File: config.mk
export PLATFORM = sky130hd
export DESIGN_NAME = dest_reg_scoreboard
export DESIGN_NICKNAME = d
export VERILOG_FILES = /design/src/rtl/dest_reg_scoreboard_pkg.sv /design/src/rtl/dest_reg_scoreboard_src_match.sv /design/src/rtl/dest_reg_scoreboard.sv
export SDC_FILE = /design/constraint.sdc
export NUM_CORES = 1
export LEC_CHECK = 0
export BUFFER_PORTS_ARGS = -buffer_cell sky130_fd_sc_hd__buf_2
export CAP_MARGIN = 25
export CORE_MARGIN = 3
export CORE_UTILIZATION = 40
export DETAILED_ROUTE_END_ITERATION = 16
export GPL_TIMING_DRIVEN = 0
export MAX_ROUTING_LAYER = met4
export PLACE_DENSITY_LB_ADDON = 0.25
export SYNTH_ARGS = -nofsm -noshare
export SYNTH_HDL_FRONTEND = slang
export SYNTH_SLANG_ARGS = --single-unit
File: constraint.sdc
create_clock -name clk -period 2.5 [get_ports clk]
set_clock_uncertainty 0.15 [all_clocks]
set_input_delay 0.25 -clock clk [delete_from_list [all_inputs] [get_ports clk]]
set_output_delay 0.25 -clock clk [all_outputs]
set_load 0.05 [all_outputs]
File: src/rtl/dest_reg_scoreboard_pkg.sv
// rtl/dest_reg_scoreboard_pkg.sv - shared pipeline constants and entry type for the destination scoreboard
package dest_reg_scoreboard_pkg;

    localparam logic [4:0] REG_ZERO = 5'd0;

    typedef enum logic [1:0] {
        FWD_RF  = 2'b00,
        FWD_EX  = 2'b01,
        FWD_MEM = 2'b10,
        FWD_WB  = 2'b11
    } fwd_sel_e;

    typedef struct packed {
        logic       valid;
        logic [4:0] dest;
        logic       ld;
    } entry_t;

endpackage

File: src/rtl/dest_reg_scoreboard_src_match.sv
// rtl/dest_reg_scoreboard_src_match.sv - forward select and load-use hit for one source operand
module src_match
    import dest_reg_scoreboard_pkg::*;
(
    input  logic [4:0] src_i,
    input  logic       used_i,
    input  entry_t     ex_i,
    input  entry_t     mem_i,
    input  entry_t     wb_i,
    output logic [1:0] fwd_o,
    output logic       ld_hit_o
);

    always_comb begin
        fwd_o    = FWD_RF;
        ld_hit_o = 1'b0;
        if (used_i && (src_i != REG_ZERO)) begin
            // Youngest match wins; a load still in EX blocks older matches and forces a stall.
            if (ex_i.valid && (ex_i.dest == src_i)) begin
                if (ex_i.ld) begin
                    ld_hit_o = 1'b1;
                end else begin
                    fwd_o = FWD_EX;
                end
            end else if (mem_i.valid && (mem_i.dest == src_i)) begin
                fwd_o = FWD_MEM;
            end else if (wb_i.valid && (wb_i.dest == src_i)) begin
                fwd_o = FWD_WB;
            end
        end
    end

endmodule

File: src/rtl/dest_reg_scoreboard.sv
// rtl/dest_reg_scoreboard.sv - EX/MEM/WB destination tracking with load-use stall and forward selects
module dest_reg_scoreboard
    import dest_reg_scoreboard_pkg::*;
#(
    parameter int DEPTH = 3
) (
    input  logic        clk,
    input  logic        rst,
    input  logic [4:0]  dest_in,
    input  logic        dest_we,
    input  logic        dest_ld,
    input  logic        issue,
    input  logic        flush,
    input  logic [4:0]  rs_id,
    input  logic [4:0]  rt_id,
    input  logic        rs_used,
    input  logic        rt_used,
    output logic        stall,
    output logic [1:0]  fwd_a,
    output logic [1:0]  fwd_b,
    output logic [4:0]  wb_dest,
    output logic        wb_we,
    output logic [15:0] stall_cnt
);

    entry_t      ex_q, ex_d, mem_q, mem_d, wb_q, wb_d;
    logic [15:0] cnt_q, cnt_d;
    logic [1:0]  fwd_a_raw, fwd_b_raw;
    logic        hit_a, hit_b;

    src_match u_match_rs (
        .src_i    (rs_id),
        .used_i   (rs_used),
        .ex_i     (ex_q),
        .mem_i    (mem_q),
        .wb_i     (wb_q),
        .fwd_o    (fwd_a_raw),
        .ld_hit_o (hit_a)
    );

    src_match u_match_rt (
        .src_i    (rt_id),
        .used_i   (rt_used),
        .ex_i     (ex_q),
        .mem_i    (mem_q),
        .wb_i     (wb_q),
        .fwd_o    (fwd_b_raw),
        .ld_hit_o (hit_b)
    );

    // Outputs are forced quiet during reset so nothing references pre-reset entries.
    assign stall     = !rst && (hit_a || hit_b);
    assign fwd_a     = rst ? FWD_RF : fwd_a_raw;
    assign fwd_b     = rst ? FWD_RF : fwd_b_raw;
    assign wb_we     = !rst && wb_q.valid;
    assign wb_dest   = (!rst && wb_q.valid) ? wb_q.dest : REG_ZERO;
    assign stall_cnt = cnt_q;

    always_comb begin
        ex_d  = '0;
        mem_d = ex_q;
        wb_d  = mem_q;
        cnt_d = cnt_q;
        if (issue && !stall && !flush && dest_we && (dest_in != REG_ZERO)) begin
            ex_d.valid = 1'b1;
            ex_d.dest  = dest_in;
            ex_d.ld    = dest_ld;
        end
        if (stall && (cnt_q != 16'hFFFF)) begin
            cnt_d = cnt_q + 16'd1;
        end
    end

    always_ff @(posedge clk) begin
        if (rst) begin
            ex_q  <= '0;
            mem_q <= '0;
            wb_q  <= '0;
            cnt_q <= '0;
        end else begin
            ex_q  <= ex_d;
            mem_q <= mem_d;
            wb_q  <= wb_d;
            cnt_q <= cnt_d;
        end
    end

endmodule

==> out/qor.log <==
qor: clocking.clkTransAtPathRegs 0.07 ns
qor: sta.worst-slew-pin-transition 0.501 ns
qor: clocking.clk_latency 0.28 ns
qor: finish.multiInputGateArea 1160 µm²
qor: sta.final.min_clock_period 2.36 ns
qor: synth.yosysSeqAreaShare 37.4%
qor: power_and_ir_drop.power.density_cell_area 474 nW/µm²
qor: clocking.cts-htree-levels 2
qor: power_and_ir_drop.leakagePower 0.974 nW
qor: synth.synth.yosys.warnings 0
qor: sta.finalMaxSlewViolations 0
qor: grt.first_global_vias 1524
qor: grt.antenna_found_initial 0
qor: synth.synthesis.area_per_instance 9.09 µm²
qor: synth.netlist_instances 206
qor: synth.share_of_async_settable_or_async_resettable_flops_after_synthesis 0%
qor: routing.drt_wl_total 4420 µm
qor: setup_path.cp.arrival 1.96 ns
qor: routing.route.detailed.wl_per_inst 14.0 µm
qor: grt.grt_use_met3 4.59%
qor: die.die_height 74.4 µm
qor: routing.drt_iter0_drc 71
qor: sta.slew_headroom 66.2%
qor: grt.global_route.peak_usage_layer met2
qor: placement.port_buffers 49
qor: synth.mappedNetlistNets 230
qor: grt.largest_net_degree_at_the_start_of_global_routing 11
qor: worst_hold_path.hold_path_class in -> reg
qor: grt.grt_total_usage 17.2%
qor: sta.final-setup-viol-count 0
qor: finish.area_delta_synth_final 24.5%
qor: grt.globalRouteOverflowTotal 0
qor: finish.fin_nets 287
qor: clocking.root_driver clkbuf_8
qor: clocking.ctsHoldBuffers 0
qor: die.io-pin-count 50
qor: finish.final_common_cell buf_2
qor: routing.drt.antenna.violating_nets 0
qor: setup_path.required 2.10 ns
qor: sta.achievable-frequency 0.424 GHz
qor: setup_path.setup_crit_end_kind output pin
qor: power_and_ir_drop.report.power.total 1.10 mW
qor: routing.drc_errors 0
qor: finish.fillers 445
qor: grt.grt_use_met1 22.1%
qor: setup_path.worst-path-max-fanout 3
qor: setup_path.worstSetupStartpointType register
qor: placement.dp_hpwl 3400 µm
qor: synth.synth.distinct_cells 43
qor: die.fp.dieW 74.4 µm
qor: clocking.clock-sinks 35
qor: sta.tns 0 ns
qor: synth.ys_dominant_reg_cell dfxtp_1
qor: grt.met2_usage 26.7%
qor: routing.via_per_inst 5.24
qor: synth.synth-seq-cells 35
qor: sta.rsz_0062_raised_after_global_routing false
qor: outcome.status finished clean
qor: sta.final.period_utilization 94.3%
qor: clocking.tritoncts done
qor: finish.antenna_cells_inserted 0
qor: die.core_box_area 4440 µm²
qor: die.start_util 42.1%
qor: routing.num_vias 1655
qor: synth.synth_edf_count 0
qor: finish.final_layout_size_suffix_gt1_share 30.7%
qor: setup_path.path_class reg -> out
qor: grt.grt_first_pass_wirelength 7130 µm
qor: die.die_outline_area 5540 µm²
qor: synth.post_synthesis_instance_area 1870 µm²
qor: die.core.rowCount 24
qor: run.maxCapViolations 0
qor: clocking.cts_buffers 5
qor: routing.detail_route.first_pass.iterations 4
qor: power_and_ir_drop.power.ir.vdd_worst 0.315 mV
qor: placement.gp_congestion 0.896
qor: finish.sequential_cell_area 703 µm²
qor: clocking.cts-root-to-sink-buffers 2
qor: finish.final_cell_mix buf_2 (46), dfxtp_1 (33), xor2_1 (21)
qor: sta.finalHoldViolations 0
## per-stage QoR
| step | hold WS (ns) | worst slack (ns) | utilization, % | cells | area [µm²] |
|---|---|---|---|---|---|
| 6_report | 0.0195 | 0.143 | 52.5 | 316 | 2330 |
| 5_1_grt | 0.0182 | 0.00210 | 52.5 | 316 | 2330 |
| 4_1_cts | 0.0123 | 0.0103 | 51.6 | 315 | 2290 |
| 3_5_place_dp | 0.306 | 0.0801 | 49.2 | 307 | 2190 |
| 3_3_place_gp | 0.307 | 0.121 | 49.2 | 307 | 2190 |
| 2_1_floorplan | 0.222 | 0.0634 | - | 206 | 1880 |
## cells by family (layout without fill, tap and decap cells)
| kind of cell | Yosys count | count (layout) | share of synthesized area, % |
|---|---|---|---|
| xor gates and xnor gates | 32 | 32 | 15.0 |
| and+or+nand+nor | 92 | 92 | 30.8 |
| muxes | 3 | 3 | 1.74 |
| adders and majority gates | 1 | 1 | 0.668 |
| DFF | 35 | 35 | 37.4 |
| buffers and inverters | 9 | 67 | 2.40 |
| AOI/OAI and AO/OA | 34 | 34 | 12.0 |
## final cells by class
class / count / share of cell area (%)
Inverter: 6 / 0.966
Timing Repair Buffer: 50 / 11.2
Tap cell: 52 / 2.79
Buffer: 3 / 0.966
Clock buffer: 8 / 4.29
Multi-Input combinational cell: 162 / 49.7
Sequential cell: 35 / 30.2
## power breakdown
| part | leakage [nW] | switching, mW | total (mW) | internal [mW] |
|---|---|---|---|---|
| combinational | 0.639 | 0.0523 | 0.0925 | 0.0402 |
| sequential | 0.283 | 0.00365 | 0.565 | 0.561 |
| clock | 0.0515 | 0.196 | 0.447 | 0.252 |
| total | 0.974 | 0.252 | 1.10 | 0.853 |
## repair_timing
action / CTS / global route
resized for setup: 1 / 8
endpoints found under the setup margin: 1 / 7
setup buffers: 0 / 1
pin swaps: 0 / 1
## synthesized netlist by cell type, types with 2 or more instances
master    n  area, µm²
and2_1    8       50.1
o21ai_0  10       50.1
nand4_1   2       12.5
a21oi_1  11       55.1
or2_2     2       12.5
and2b_2   4       35.0
xor2_1   21        184
nor4_1    5       31.3
and3_1    5       31.3
inv_1     6       22.5
o21ai_2   2       17.5
o31ai_1   2       15.0
nand3_1   7       35.0
nand2_1  12       45.0
or4_1     5       37.5
or3_1    11       68.8
nor2_1    9       33.8
dfxtp_1  35        701
xnor2_1  11       96.3
nor3_1    2       10.0
a31oi_1   3       18.8
nor2b_1  11       68.8
mux2_2    2       22.5
## metal layers
| metal | wire length, µm | part of all wire [%] | up-vias |
|---|---|---|---|
| met1 | 2120 | 48 | 767 |
| met5 | 0 | 0 | - |
| li1 | - | - | 850 |
| met3 | 173 | 3.9 | 4 |
| met2 | 2080 | 47 | 34 |
| met4 | 44 | 1.0 | 0 |
## sequential cells by signal (all words and copies together) (netlist names)
name,flops
ex_q,7
mem_q,6
stall_cnt,16
wb_q,6
## worst max-delay path, stage by stage (launching register included)
cell and delay, ns:
dfxtp_1 0.38, xnor2_1 0.14, nand2_1 0.13, nor4_2 0.36
mux2_2 0.37, nor2_1 0.08, clkbuf_4 0.23
## worst paths after layout
path	from	to	slack (ns)	depth (start not counted)
worst min register to register	ex_q[1]$_SDFF_PP0_	mem_q[1]$_SDFF_PP0_	0.36	1
worst max-delay path	ex_q[3]$_SDFF_PP0_	fwd_a[0]	0.14	6
worst min-delay path	dest_ld	ex_q[0]$_SDFF_PP0_	0.02	2
worst max register to register	stall_cnt[0]$_SDFFE_PP0P_	stall_cnt[8]$_SDFFE_PP0P_	0.18	8
Power figures use the tool's default switching activity.
